### src/rtl/seq_gen.sv
// Serial pattern generator: shifts a latched pattern out MSB first, repeat_n times, with idle gaps.
// Optional even-parity bit per repetition when SEQ_GEN_PARITY_EN is defined.
module seq_gen #(
   parameter int PAT_W    = 4,
   parameter int CNT_W    = 4,
   parameter int GAP_BITS = 1
) (
   input  logic             clk1,
   input  logic             rst_n,
   input  logic             start,
   input  logic [PAT_W-1:0] pattern,
   input  logic [CNT_W-1:0] repeat_n,
   output logic             o,
   output logic             valid,
   output logic             busy,
   output logic             done,
   output logic [1:0]       state_dbg
);

   typedef enum logic [1:0] {
      IDLE  = 2'd0,
      SHIFT = 2'd1,
      GAP   = 2'd2,
      DONE  = 2'd3
   } state_t;

`ifdef SEQ_GEN_PARITY_EN
   localparam int P = 1;
`else
   localparam int P = 0;
`endif
   localparam int LEN      = PAT_W + P;
   localparam int BL_W     = $clog2(LEN);
   localparam int GAP_LAST = (GAP_BITS > 0) ? GAP_BITS - 1 : 0;

   state_t             state_q, state_d;
   logic [PAT_W-1:0]   pat_q, pat_d;
   logic [PAT_W-1:0]   sh_q, sh_d;
   logic [BL_W-1:0]    bl_q, bl_d;
   logic [CNT_W-1:0]   rep_q, rep_d;
   logic [3:0]         gap_q, gap_d;
   logic               o_q, o_d;
   logic               valid_q, valid_d;
   logic               busy_q, busy_d;
   logic               done_q, done_d;
   logic               accept;
   logic [CNT_W-1:0]   rep_dec;
`ifdef SEQ_GEN_PARITY_EN
   logic               par_q, par_d;
`endif

   assign accept  = start && (repeat_n != '0);
   assign rep_dec = (rep_q != '0) ? rep_q - CNT_W'(1) : '0;

   // Registered outputs describe the state being entered, so every
   // transition sets o/valid/busy/done for the cycle that follows it.
   always_comb begin
      state_d = state_q;
      pat_d   = pat_q;
      sh_d    = sh_q;
      bl_d    = bl_q;
      rep_d   = rep_q;
      gap_d   = gap_q;
      o_d     = 1'b0;
      valid_d = 1'b0;
      busy_d  = 1'b0;
      done_d  = 1'b0;
`ifdef SEQ_GEN_PARITY_EN
      par_d   = par_q;
`endif
      case (state_q)
         IDLE, DONE: begin
            if (accept) begin
               state_d = SHIFT;
               pat_d   = pattern;
               sh_d    = {pattern[PAT_W-2:0], 1'b0};
               bl_d    = BL_W'(LEN - 1);
               rep_d   = repeat_n;
               gap_d   = '0;
               o_d     = pattern[PAT_W-1];
               valid_d = 1'b1;
               busy_d  = 1'b1;
`ifdef SEQ_GEN_PARITY_EN
               par_d   = ^pattern;
`endif
            end else begin
               state_d = IDLE;
            end
         end
         SHIFT: begin
            if (bl_q != '0) begin
               bl_d    = bl_q - BL_W'(1);
               valid_d = 1'b1;
               busy_d  = 1'b1;
`ifdef SEQ_GEN_PARITY_EN
               if (bl_q == BL_W'(1)) begin
                  o_d = par_q;
               end else begin
                  o_d  = sh_q[PAT_W-1];
                  sh_d = {sh_q[PAT_W-2:0], 1'b0};
               end
`else
               o_d  = sh_q[PAT_W-1];
               sh_d = {sh_q[PAT_W-2:0], 1'b0};
`endif
            end else begin
               rep_d = rep_dec;
               if (rep_dec == '0) begin
                  state_d = DONE;
                  done_d  = 1'b1;
               end else if (GAP_BITS > 0) begin
                  state_d = GAP;
                  gap_d   = 4'(GAP_LAST);
                  busy_d  = 1'b1;
               end else begin
                  sh_d    = {pat_q[PAT_W-2:0], 1'b0};
                  bl_d    = BL_W'(LEN - 1);
                  o_d     = pat_q[PAT_W-1];
                  valid_d = 1'b1;
                  busy_d  = 1'b1;
               end
            end
         end
         GAP: begin
            busy_d = 1'b1;
            if (gap_q != '0) begin
               gap_d = gap_q - 4'd1;
            end else begin
               state_d = SHIFT;
               sh_d    = {pat_q[PAT_W-2:0], 1'b0};
               bl_d    = BL_W'(LEN - 1);
               o_d     = pat_q[PAT_W-1];
               valid_d = 1'b1;
            end
         end
         default: state_d = IDLE;
      endcase
   end

   always_ff @(posedge clk1 or negedge rst_n) begin
      if (!rst_n) begin
         state_q <= IDLE;
         pat_q   <= '0;
         sh_q    <= '0;
         bl_q    <= '0;
         rep_q   <= '0;
         gap_q   <= '0;
         o_q     <= 1'b0;
         valid_q <= 1'b0;
         busy_q  <= 1'b0;
         done_q  <= 1'b0;
`ifdef SEQ_GEN_PARITY_EN
         par_q   <= 1'b0;
`endif
      end else begin
         state_q <= state_d;
         pat_q   <= pat_d;
         sh_q    <= sh_d;
         bl_q    <= bl_d;
         rep_q   <= rep_d;
         gap_q   <= gap_d;
         o_q     <= o_d;
         valid_q <= valid_d;
         busy_q  <= busy_d;
         done_q  <= done_d;
`ifdef SEQ_GEN_PARITY_EN
         par_q   <= par_d;
`endif
      end
   end

   assign o         = o_q;
   assign valid     = valid_q;
   assign busy      = busy_q;
   assign done      = done_q;
   assign state_dbg = state_q;

endmodule
### config.mk
export PLATFORM = sky130hd
export DESIGN_NAME = seq_gen
export DESIGN_NICKNAME = d
export VERILOG_FILES = /design/src/rtl/seq_gen.sv
export SDC_FILE = /design/constraint.sdc
export NUM_CORES = 1
export LEC_CHECK = 0
export BUFFER_PORTS_ARGS = -buffer_cell sky130_fd_sc_hd__buf_2
export CORE_UTILIZATION = 60
export CTS_BUF_LIST = sky130_fd_sc_hd__clkbuf_8
export CTS_CLUSTER_SIZE = 24
export DETAILED_ROUTE_END_ITERATION = 12
export HOLD_SLACK_MARGIN = 0.03
export MAX_ROUTING_LAYER = met4
export PLACE_DENSITY = 0.79
export SLEW_MARGIN = 20
export SYNTH_ARGS = -nofsm -noshare
export SYNTH_HDL_FRONTEND = slang
export SYNTH_SLANG_ARGS = --single-unit
### constraint.sdc
create_clock -name clk1 -period 4.6 [get_ports clk1]
set_input_delay 1.38 -clock clk1 [delete_from_list [all_inputs] [get_ports clk1]]
set_output_delay 1.38 -clock clk1 [all_outputs]
set_load 0.01 [all_outputs]
==> Word level (Yosys, flattened, before mapping) <==
Index checks and enable logic that the tools add are counted.
{ "classes": {"eq_ne": 9, "n_reduce_logical": 14, "add_sub_neg": 3, "muxes": 36} }
{ "op_table": {"columns": ["op", "n"], "rows": [
  ["2-to-1 mux 4 bit", 10],
  ["one-hot mux 4 bit (3 select lines)", 2],
  ["2-to-1 mux 1 bit", 13],
  ["!= test 2 bit (second input constant)", 6],
  ["one-hot mux 2 bit (3 select lines)", 2],
  ["nonzero test 4 bit", 3],
  ["2-to-1 mux 2 bit", 5],
  ["one-hot mux 1 bit (3 select lines)", 3],
  ["one-hot mux 4 bit (2 select lines)", 1],
  ["subtractor 4 x 1 -> 4 bit (second input constant)", 2],
  ["AND reduction 3 bit", 2],
  ["== test 2 bit (second input constant)", 2],
  ["zero test 4 bit", 1],
  ["AND reduction 2 bit", 2],
  ["AND reduction 4 bit", 1],
  ["nonzero test 2 bit", 2],
  ["== test 2 x 1 -> 1 bit (second input constant)", 1],
  ["zero test 2 bit", 1],
  ["OR reduction 2 bit", 1],
  ["subtractor 2 x 1 -> 2 bit (second input constant)", 1],
  ["logical AND 1 bit", 1]
]} }
{ "totals": {"elab_cells": 72, "in_bits": 11, "regBits": 24, "out_inout_bits": 6} }

==> Logic depth before layout (Yosys ltp) <==
Gate-level depths: netlist of run 1.
{ "depth": {"ltp_word": 6, "mapped_depth": 7, "mapped_depth_nobuf": 5} }

==> Least setup slack after synthesis of run 1 <==
OpenSTA, ideal clock, no wires.
{ "synth_timing": {"path_kind": "input -> register", "from": "in repeat_n[0]", "to": "reg gap_q[0]", "n_path_buf": 1, "arrival_time_ns": 2.474, "required_ns": 4.521, "cell_stages": 4, "setup_ns": 0.079, "setup_slack_ns": 2.047, "cell_sequence": "o41ai_1 -> clkbuf_1 -> a2111oi_1 -> mux2i_1"} }
{ "synth_between": {"elab_chain_cells": 4} }
{ "synth_rtl": {"columns": ["item", "line", "text"], "rows": [
  ["start, declared", "12", "input logic [CNT_W-1:0] repeat_n,"],
  ["nonzero test 4 bit", "52", "assign accept = start && (repeat_n != '0);"],
  ["logical AND 1 bit", "52", null],
  ["!= test 2 bit (no line)", null, null],
  ["AND reduction 4 bit (no line)", null, null],
  ["end signal, assigned", "161", "gap_q <= gap_d;"],
  ["end, declared", "41", "logic [3:0] gap_q, gap_d;"]
]} }
No other way between the ends.
A chain may end at the register's enable or synchronous reset.

==> Final worst setup path of run 1 <==
{ "layout_timing": {"from": "in start", "to": "reg sh_q[1]"} }
{ "layout_between": {"elab_chain_cells": 3} }
{ "layout_rtl": {"columns": ["item", "line", "text"], "rows": [
  ["start, declared", "10", "input logic start,"],
  ["logical AND 1 bit", "52", null],
  ["!= test 2 bit (no line)", null, null],
  ["AND reduction 3 bit (no line)", null, null],
  ["end signal, assigned", "144", "sh_q <= '0;"],
  ["end signal, assigned", "158", "sh_q <= sh_d;"],
  ["end, declared", "38", "logic [PAT_W-1:0] sh_q, sh_d;"]
]} }
No other way between the ends.

==> metrics.txt, run 1 <==
warnings from Yosys 0; synthesis-to-finish area growth 9.687%; DRT iter0 DRCs 53; TritonCTS clock tree yes; Required @ worst endpoint roughly 4.8 ns; RR Startpoint state_dbg[0]; initial antenna violation count 0; CTS Buf Count 3; number of synthesized flops with an enable pin 0; post-CTS setup buffers 0; worst min path class reg -> reg; share of cells above drive strength 1 21.53%; final cell count without fillers 171; Final ANT Viol Nets 0; die area 0.002455 mm²; CP endpoint sh_q[1]; Distinct cells, synth 52; VDD IR-drop max between 0.0005 and 0.0006 V; main flop type after synthesis dfrtp_1; drt wl/cell 16.25 µm; Worst slew margin between 40% and 50%; Final nets around 160; flop-to-flop setup slack 2.15 ns; Top Ports 17; Reg2Reg Depth 4; Worst Tran Pin Value roughly 0.82 ns; FF+latch count, synth 23; largest net degree at the start of global routing 31; Fin Setup TNS 0 ns; Final Critical Period around 2.7 ns; antenna fix cells 0; Setup Skew 0.002069 ns; root buf cell clkbuf_8; dpl cell area roughly 0.0014 mm²; cell count after placement ~170; total number of vias 1,082; CTS resizes 0; CP startpoint start; max cap viols 0; pwr dens around 640 mW/mm²; GPL Wtd Cong around 0.8; total grt overflow 0; clock buffer depth 2; Worst Slack Setup Final about 1.9 ns; Mapped Nets between 100 and 150; Core Rows 16; Worst-Skew Late Latency roughly 0.26 ns; HPWL after detailed placement between 1500 and 2000 µm; clk sinks 23; synthesized instance count roughly 130; Hold Buf Count CTS 0; post-synthesis sequential area ratio between 40 and 50%; pre-CTS WS about 1.6 ns; Die Ht between 40 and 50 µm; crit path kind in -> reg; number of setup violations in the final report 0; fmax between 300 and 400 MHz; RSZ-0062 raised after global routing no; DRC Markers 0; Mean Syn Cell Area about 10 µm²; asr flop ratio synth 100.0%; number of H-tree levels 1; Total Routing Usage GR 25.52%; hold path depth 1; CP Capture Type flop; core area 0.002042 mm²; final hold violations 0; fin crit share between 50% and 60%; Reg clk slew, reported paths about 0.080 ns; Initial Util between 60% and 70%; Routed WL approximately 2800 µm; first-pass GRT wire length 4602 µm; r2r endpoint sh_q[1]; drt pass-1 iters 4; worst-path fanout max 11; Lkg Pwr ~0.66 nW; die width between 40 and 50 µm; power consumption approximately 0.95 mW; number of port buffers 16; Mapped Area 0.001356 mm²; vias in the first global route between 1,000 and 1,500; Worst Hold Launch pat_q[3]; fin area 0.001488 mm²; vias per cell between 6 and 7; Final Max Tran Viols 0; status finished clean; CP Launch Type input pin; CP arrival between 2 and 3 ns
[metal layers]
| layer | up-vias | part of all wire (%) | GRT usage (%) |
|---|---|---|---|
| li1 | 526 | - | - |
| met1 | 527 | 42 | 30.62 |
| met2 | 27 | 54 | 44.37 |
| met3 | 2 | 3.7 | 2.778 |
| met4 | 0 | 0.40 | 8.571 |
| met5 | - | 0 | - |
[worst min path at each step]
stage	slack (ns)	end
after global placement	0.47	pat_q[3]
after global routing	0.52	pat_q[3]
final	0.50	pat_q[3]
after CTS	0.50	pat_q[3]
after floorplan	0.46	pat_q[3]
after detailed placement	0.48	pat_q[3]
[synthesized netlist by cell type (all sizes together) (2+ instances only)]
cell type	count	area (µm²)
mux2i	3	30.03
a22oi	3	22.52
nand3	2	10.01
o21ai	5	25.02
ha	5	62.56
nor2	2	7.510
clkbuf	7	26.28
nand4b	2	17.52
mux2	8	90.09
or3b	2	20.02
a21oi	4	20.02
nand3b	5	37.54
dfrtp	23	575.6
nor3	3	15.01
a2111o	2	22.52
a32oi	2	17.52
buf	2	8.750
a221oi	3	26.28
o211ai	3	22.52
nand2	10	37.54
and2	2	13.77
inv	9	33.78
[where the power goes]
group	switching (mW)	total, mW	leakage, nW	internal, mW
sequential	0.0662	0.351	0.286	0.284
clock	0.0647	0.124	0.0269	0.0596
combinational	0.253	0.471	0.344	0.218
[area by class of cell]
type	count	area, µm²
inverters	9	33.78
flip-flops and latches	23	575.6
repair buffers	17	87.58
well taps	27	33.78
multi-input cells	91	711.9
clock buffers	3	41.29
clock inverters	1	3.754
fillers	161	554.3
[layout by cell type, fill, tap and decap left out, types with 2 or more instances in the layout]
| cell | netlist | routed |
|---|---|---|
| a2111o_1 | 2 | 2 |
| a21oi_1 | 4 | 4 |
| a221oi_1 | 3 | 3 |
| a22oi_1 | 3 | 3 |
| a32oi_1 | 2 | 2 |
| buf_2 | 1 | 16 |
| clkbuf_8 | 0 | 3 |
| dfrtp_1 | 23 | 23 |
| ha_1 | 5 | 5 |
| inv_1 | 9 | 10 |
| mux2_2 | 7 | 7 |
| mux2i_1 | 3 | 3 |
| nand2_1 | 10 | 10 |
| nand3_1 | 2 | 2 |
| nand3b_1 | 5 | 5 |
| nand4b_1 | 2 | 2 |
| nor2_1 | 2 | 2 |
| nor3_1 | 3 | 3 |
| o211ai_1 | 3 | 3 |
| o21ai_0 | 3 | 3 |
| o21ai_1 | 2 | 2 |
[logic make-up after synthesis]
logic type               after synthesis  synth area share [%]
AO/OA/AOI/OAI                         39                 22.70
adder cells (fa/ha/maj)                5                 4.613
buffers and inverters                 18                 5.073
flip-flops                            23                 42.44
multiplexers                          11                 8.856
AND/OR/NAND/NOR                       36                 16.33
[critical path, stage by stage]
cell and delay, ns:
buf_2 0.12, o41ai_1 0.08, buf_4 0.17, a222oi_1 0.70, mux2_2 0.41
[flip-flops by register name (all words and copies together) (netlist names)]
signal,flops
gap_q,4
pat_q,4
rep_q,4
sh_q,3
bl_q,2
state_dbg,2
busy,1
done,1
o,1
valid,1
[metrics by stage]
| step | util [%] | hold WS, ns |
|---|---|---|
| finish | 72.86 | 0.4991 |
| global route | 72.86 | 0.5202 |
| CTS | 72.86 | 0.4969 |
| detailed placement | 70.65 | 0.4787 |
| global placement | 70.65 | 0.4743 |
| floorplan | - | 0.4633 |
(Power assumes the default switching activity.)
==> inputs of run 2 (changes only) <==
--- a/config.mk
+++ b/config.mk
@@ -6,13 +6,13 @@
 export NUM_CORES = 1
 export LEC_CHECK = 0
 export BUFFER_PORTS_ARGS = -buffer_cell sky130_fd_sc_hd__buf_2
-export CORE_UTILIZATION = 60
+export CORE_UTILIZATION = 53
 export CTS_BUF_LIST = sky130_fd_sc_hd__clkbuf_8
 export CTS_CLUSTER_SIZE = 24
 export DETAILED_ROUTE_END_ITERATION = 12
 export HOLD_SLACK_MARGIN = 0.03
 export MAX_ROUTING_LAYER = met4
-export PLACE_DENSITY = 0.79
+export PLACE_DENSITY = 0.74
 export SLEW_MARGIN = 20
 export SYNTH_ARGS = -nofsm -noshare
 export SYNTH_HDL_FRONTEND = slang
==> constraint.sdc (replaced) <==
create_clock -name clk1 -period 2.5 [get_ports clk1]
set_input_delay 0.75 -clock clk1 [delete_from_list [all_inputs] [get_ports clk1]]
set_output_delay 0.75 -clock clk1 [all_outputs]
set_load 0.01 [all_outputs]
==> run 2 against run 1 <==
Against the previous run:
- via count grew 4.0%
- setup slack lost 1.7 ns
- utilization fell by 6.6 points
- first-iteration DRC count down 43%
- routed wire length increased by 5.9%
- critical endpoint is now sh_q[3]
==> metrics.txt, run 2 (synthesis gave the netlist of run 1 again) <==
root buf cell clkbuf_8; Routed WL 2942 µm (+5.9%); Final Max Tran Viols 0 (unchanged); number of setup violations in the final report 0 (unchanged); synthesis-to-finish area growth 13.19%; clk sinks 23 (unchanged); top routing layer used met4; pwr dens 1185 mW/mm² (+86%); fmax ~430 MHz; first-pass GRT wire length 4912 µm (+6.7%); clock buffer depth 2 (unchanged); Worst-Skew Late Latency 0.26 ns (about the same); TritonCTS clock tree yes; number of H-tree levels 1 (unchanged); total number of vias 1,125 (+4.0%); fin crit share about 94%; Core Rows 17 (+1); commonest cells after routing, fill and taps aside dfrtp_1, buf_2, nand2_1, inv_1; post-CTS setup buffers 0 (unchanged); Setup Skew 0.006952 ns (+0.004883 ns); antenna fix cells 0 (unchanged); Final nets 167 (+3.7%); commonest non-fill, non-tap cell in the layout dfrtp_1; Die Ht 52.59 µm (+6.1%); Fin Setup TNS 0 ns (unchanged); die area 0.002765 mm² (+13%); Worst Tran Pin Value 0.8900 ns (+0.07182 ns); core area 0.002318 mm² (+14%); CTS resizes 0 (unchanged); CP Capture Type flop; Hold Slack 0.4328 ns (-0.06632 ns); Final ANT Viol Nets 0 (unchanged); Total Routing Usage GR 25.08% (-0.44 points); Lkg Pwr 0.6862 nW (+4.5%); share of cells above drive strength 1 25.33% (+3.8 points); max cap viols 0 (unchanged); number of port buffers 16 (unchanged); total grt overflow 0 (unchanged); drt wl/cell 16.53 µm (+1.7%); die width 52.59 µm (+6.1%); crit path kind reg -> reg; power consumption 1.819 mW (+92%); initial antenna violation count 0 (unchanged); final cell count without fillers 178 (+4.1%); Routed met1 length 1295 µm (+10%); CP arrival 2.49 ns (-0.38 ns); met3 wire length 118 µm (+15%); CP Launch Type flop; drt pass-1 iters 4 (unchanged); Top Registers gap_q: 4 flops, pat_q: 4 flops, rep_q: 4 flops; Hold Buf Count CTS 0 (unchanged); cell count after placement 174 (+4.2%); met2 wire length 1481 µm (-0.47%); Initial Util 58.50% (-7.9 points); worst min path class in -> async; Required @ worst endpoint 2.65 ns (-2.10 ns); status finished clean; GPL Wtd Cong 0.8859 (+11%); Top Ports 17 (unchanged); final hold violations 0 (unchanged); DRT iter0 DRCs 30 (-43%); CTS Buf Count 3 (unchanged); Reg clk slew, reported paths 0.09 ns (about the same); vias in the first global route 1,054 (+2.8%); VDD IR-drop max 0.0007695 V (+38%); worst-path fanout max 23 (+12); RSZ-0062 raised after global routing no; Worst slew margin 40.67% (-4.8 points); utilization after layout 66.22% (-6.6 points); Final Critical Period about 2.3 ns; vias per cell 6.320 (-0.11%); HPWL after detailed placement 2133 µm (+8.9%); largest net degree at the start of global routing 30 (-3.2%); DRC Markers 0 (unchanged)
run 2: cell types whose count changed in the layout (fill, tap and decap cells not counted):
| cell | previous run | this run |
|---|---|---|
| clkinv_2 | 0 | 1 |
| inv_1 | 10 | 9 |
| buf_4 | 1 | 7 |
run 2: layout make-up:
type	count	area, µm²
inverters	9	33.78
well taps	28	35.03
clock inverters	1	5.005
flip-flops and latches	23	575.6
clock buffers	3	41.29
multi-input cells	91	711.9
fillers	180	783.3
repair buffers	23	132.6
run 2: metal layers:
metal  GRT usage, %  vias to the layer above
met5              -                        -
met4          5.702                        0
met3          5.217                        4
met2          42.19                       29
met1          30.88                      553
li1               -                      539
run 2: stage by stage:
| stage | worst slack, ns | cell area [µm²] |
|---|---|---|
| floorplan | 0.4699 | 1356 |
| finish | 0.1533 | 1535 |
| global placement | 0.3311 | 1489 |
| detailed placement | 0.2492 | 1489 |
| global route | 0.03212 | 1535 |
| CTS | 0.1730 | 1535 |
run 2: power by group:
part           switching, mW  internal, mW
Clock                  0.119         0.111
Combinational          0.489         0.447
Sequential             0.130         0.523
run 2: path summary, 6_finish.rpt:
check                                   from  slack (ns)  depth (start not counted)      endpoint
worst max-delay path            state_dbg[0]        0.15                          3       sh_q[3]
worst max register to register  state_dbg[0]        0.15                          3       sh_q[3]
worst min register to register      pat_q[3]        0.50                          1      pat_q[3]
max in group asynchronous              rst_n        1.73                          1  state_dbg[1]
worst min-delay path                   rst_n        0.43                          1      gap_q[3]
min in group clk1                   pat_q[3]        0.50                          1      pat_q[3]
run 2: critical path, cell delays in order, from the launching register on:
cell	delay [ns]
dfrtp_1	0.42
ha_1	0.48
a222oi_1	0.90
mux2_2	0.42
==> inputs of run 3 (changes only) <==
--- a/config.mk
+++ b/config.mk
@@ -6,7 +6,9 @@
 export NUM_CORES = 1
 export LEC_CHECK = 0
 export BUFFER_PORTS_ARGS = -buffer_cell sky130_fd_sc_hd__buf_2
-export CORE_UTILIZATION = 53
+export CELL_PAD_IN_SITES_DETAIL_PLACEMENT = 0
+export CELL_PAD_IN_SITES_GLOBAL_PLACEMENT = 1
+export CORE_UTILIZATION = 42
 export CTS_BUF_LIST = sky130_fd_sc_hd__clkbuf_8
 export CTS_CLUSTER_SIZE = 24
 export DETAILED_ROUTE_END_ITERATION = 12
==> run 3 against run 2 <==
Against the previous run:
- total power shrank 1.2%
- clock skew fell by 0.0041 ns
- global-route usage shrank 6.7 points
- utilization decreased by 15 points
- maximum frequency is 6.6% higher
- routed wire length fell by 6.1%
- first-iteration DRC count increased by 3.3%
- critical path type unchanged
- largest cell class unchanged
==> metrics.txt, run 3 (synthesis gave the netlist of run 1 again) <==
synthesis-to-finish area growth 14.67%; cell count after placement 190 (+9.2%); Fin Setup TNS 0 ns (unchanged); Initial Util 44.43% (-14 points); fmax 454.3 MHz (+6.6%); worst min path class in -> async; sequential cell area 575.6 µm² (unchanged); vias in the first global route 1,018 (-3.4%); Top Ports 17 (unchanged); first-pass GRT wire length 4643 µm (-5.5%); Fillers 283 (+57%); Worst slew margin 48.25% (+7.6 points); root buf cell clkbuf_8; worst-path fanout max 5 (-78%); VDD IR-drop max 0.0004789 V (-38%); Final nets 167 (unchanged); share of cells above drive strength 1 25.33% (unchanged); Top Registers gap_q: 4 flops, pat_q: 4 flops, rep_q: 4 flops; fin area 0.001555 mm² (+1.3%); power consumption 1.799 mW (-1.2%); Hold Slack 0.4407 ns (+0.007927 ns); Reg clk slew, reported paths 0.08 ns (about the same); drt pass-1 iters 4 (unchanged); Hold Buf Count CTS 0 (unchanged); DRT iter0 DRCs 31 (+3.3%); pwr dens 1156 mW/mm² (-2.4%); Setup Skew 0.002817 ns (-0.004134 ns); Core Rows 20 (+3); post-CTS setup buffers 0 (unchanged); max cap viols 0 (unchanged); Final Critical Period 2.201 ns (-0.1457 ns); clk sinks 23 (unchanged); number of H-tree levels 1 (unchanged); CTS resizes 0 (unchanged); GPL Wtd Cong 0.7768 (-12%); antenna fix cells 0 (unchanged); drt wl/cell 14.24 µm (-14%); RSZ-0062 raised after global routing no; Lkg Pwr 0.6856 nW (about the same); dpl cell area 0.001509 mm² (+1.3%); commonest non-fill, non-tap cell in the layout dfrtp_1; fin crit share 88.04% (-5.8 points); Worst-Skew Late Latency 0.26 ns (about the same); Total Routing Usage GR 18.38% (-6.7 points); CP Launch Type flop; number of port buffers 16 (unchanged); HPWL after detailed placement 2043 µm (-4.2%); Final ANT Viol Nets 0 (unchanged); Required @ worst endpoint 2.66 ns (about the same); final cell count without fillers 194 (+9.0%); Final Max Tran Viols 0 (unchanged); die width 58.83 µm (+12%); largest net degree at the start of global routing 30 (unchanged); total grt overflow 0 (unchanged); vias per cell 5.629 (-11%); Multi-input gate area 711.9 µm² (unchanged); CP arrival 2.36 ns (-0.13 ns); status finished clean; TritonCTS clock tree yes; Die Ht 58.83 µm (+12%); CTS Buf Count 3 (unchanged); commonest cells after routing, fill and taps aside dfrtp_1, buf_2, nand2_1, inv_1; DRC Markers 0 (unchanged); CP Capture Type flop; initial antenna violation count 0 (unchanged); total number of vias 1,092 (-2.9%); final hold violations 0 (unchanged); clock buffer depth 2 (unchanged); number of setup violations in the final report 0 (unchanged); Worst Tran Pin Value 0.7762 ns (-0.1138 ns); core area 0.003053 mm² (+32%); crit path kind reg -> reg; die area 0.003460 mm² (+25%); Routed WL 2763 µm (-6.1%)
[run 3: cell counts in the layout (fill, tap and decap cells not counted)]
Identical to the previous run, type by type.
[run 3: layer usage]
| layer | track usage, % | share of wire, % |
|---|---|---|
| met1 | 24.06 | 47 |
| met2 | 28.73 | 48 |
| met3 | 3.297 | 4.7 |
| met4 | 6.122 | 1.0 |
| met5 | - | 0 |
[run 3: cell type report]
cell class	count	share of cell area, %
Tap cell	44	3.540
Timing Repair Buffer	23	8.528
Clock inverter	1	0.3218
Multi-Input combinational cell	91	45.78
Inverter	9	2.172
Sequential cell	23	37.01
Clock buffer	3	2.655
[run 3: final timing paths]
path | start | endpoint | slack (ns) | depth (start not counted)
setup / recovery | gap_q[0] | sh_q[2] | 0.30 | 5
hold / removal | rst_n | rep_q[2] | 0.44 | 1
setup reg to reg | gap_q[0] | sh_q[2] | 0.30 | 5
hold reg to reg | pat_q[2] | pat_q[2] | 0.50 | 1
max in group asynchronous | rst_n | state_dbg[0] | 1.72 | 1
min in group clk1 | pat_q[2] | pat_q[2] | 0.50 | 1
[run 3: stage by stage]
| stage | worst slack [ns] | utilization [%] |
|---|---|---|
| detailed placement | 0.2844 | 49.43 |
| CTS | 0.2740 | 50.94 |
| finish | 0.2990 | 50.94 |
| global route | 0.1447 | 50.94 |
| global placement | 0.3174 | 49.43 |
| floorplan | 0.4699 | - |
[run 3: where the power goes]
group          internal (mW)  total (mW)  switching, mW  leakage, nW
clock network          0.111       0.233          0.121       0.0255
registers              0.523       0.645          0.121        0.286
logic                  0.451       0.921          0.470        0.375
[run 3: worst max-delay path: stages, from the launching register on]
cell and delay (ns):
dfrtp_1 0.38, inv_1 0.11, ha_1 0.17, or3b_4 0.40, a222oi_1 0.62, mux2_2 0.41
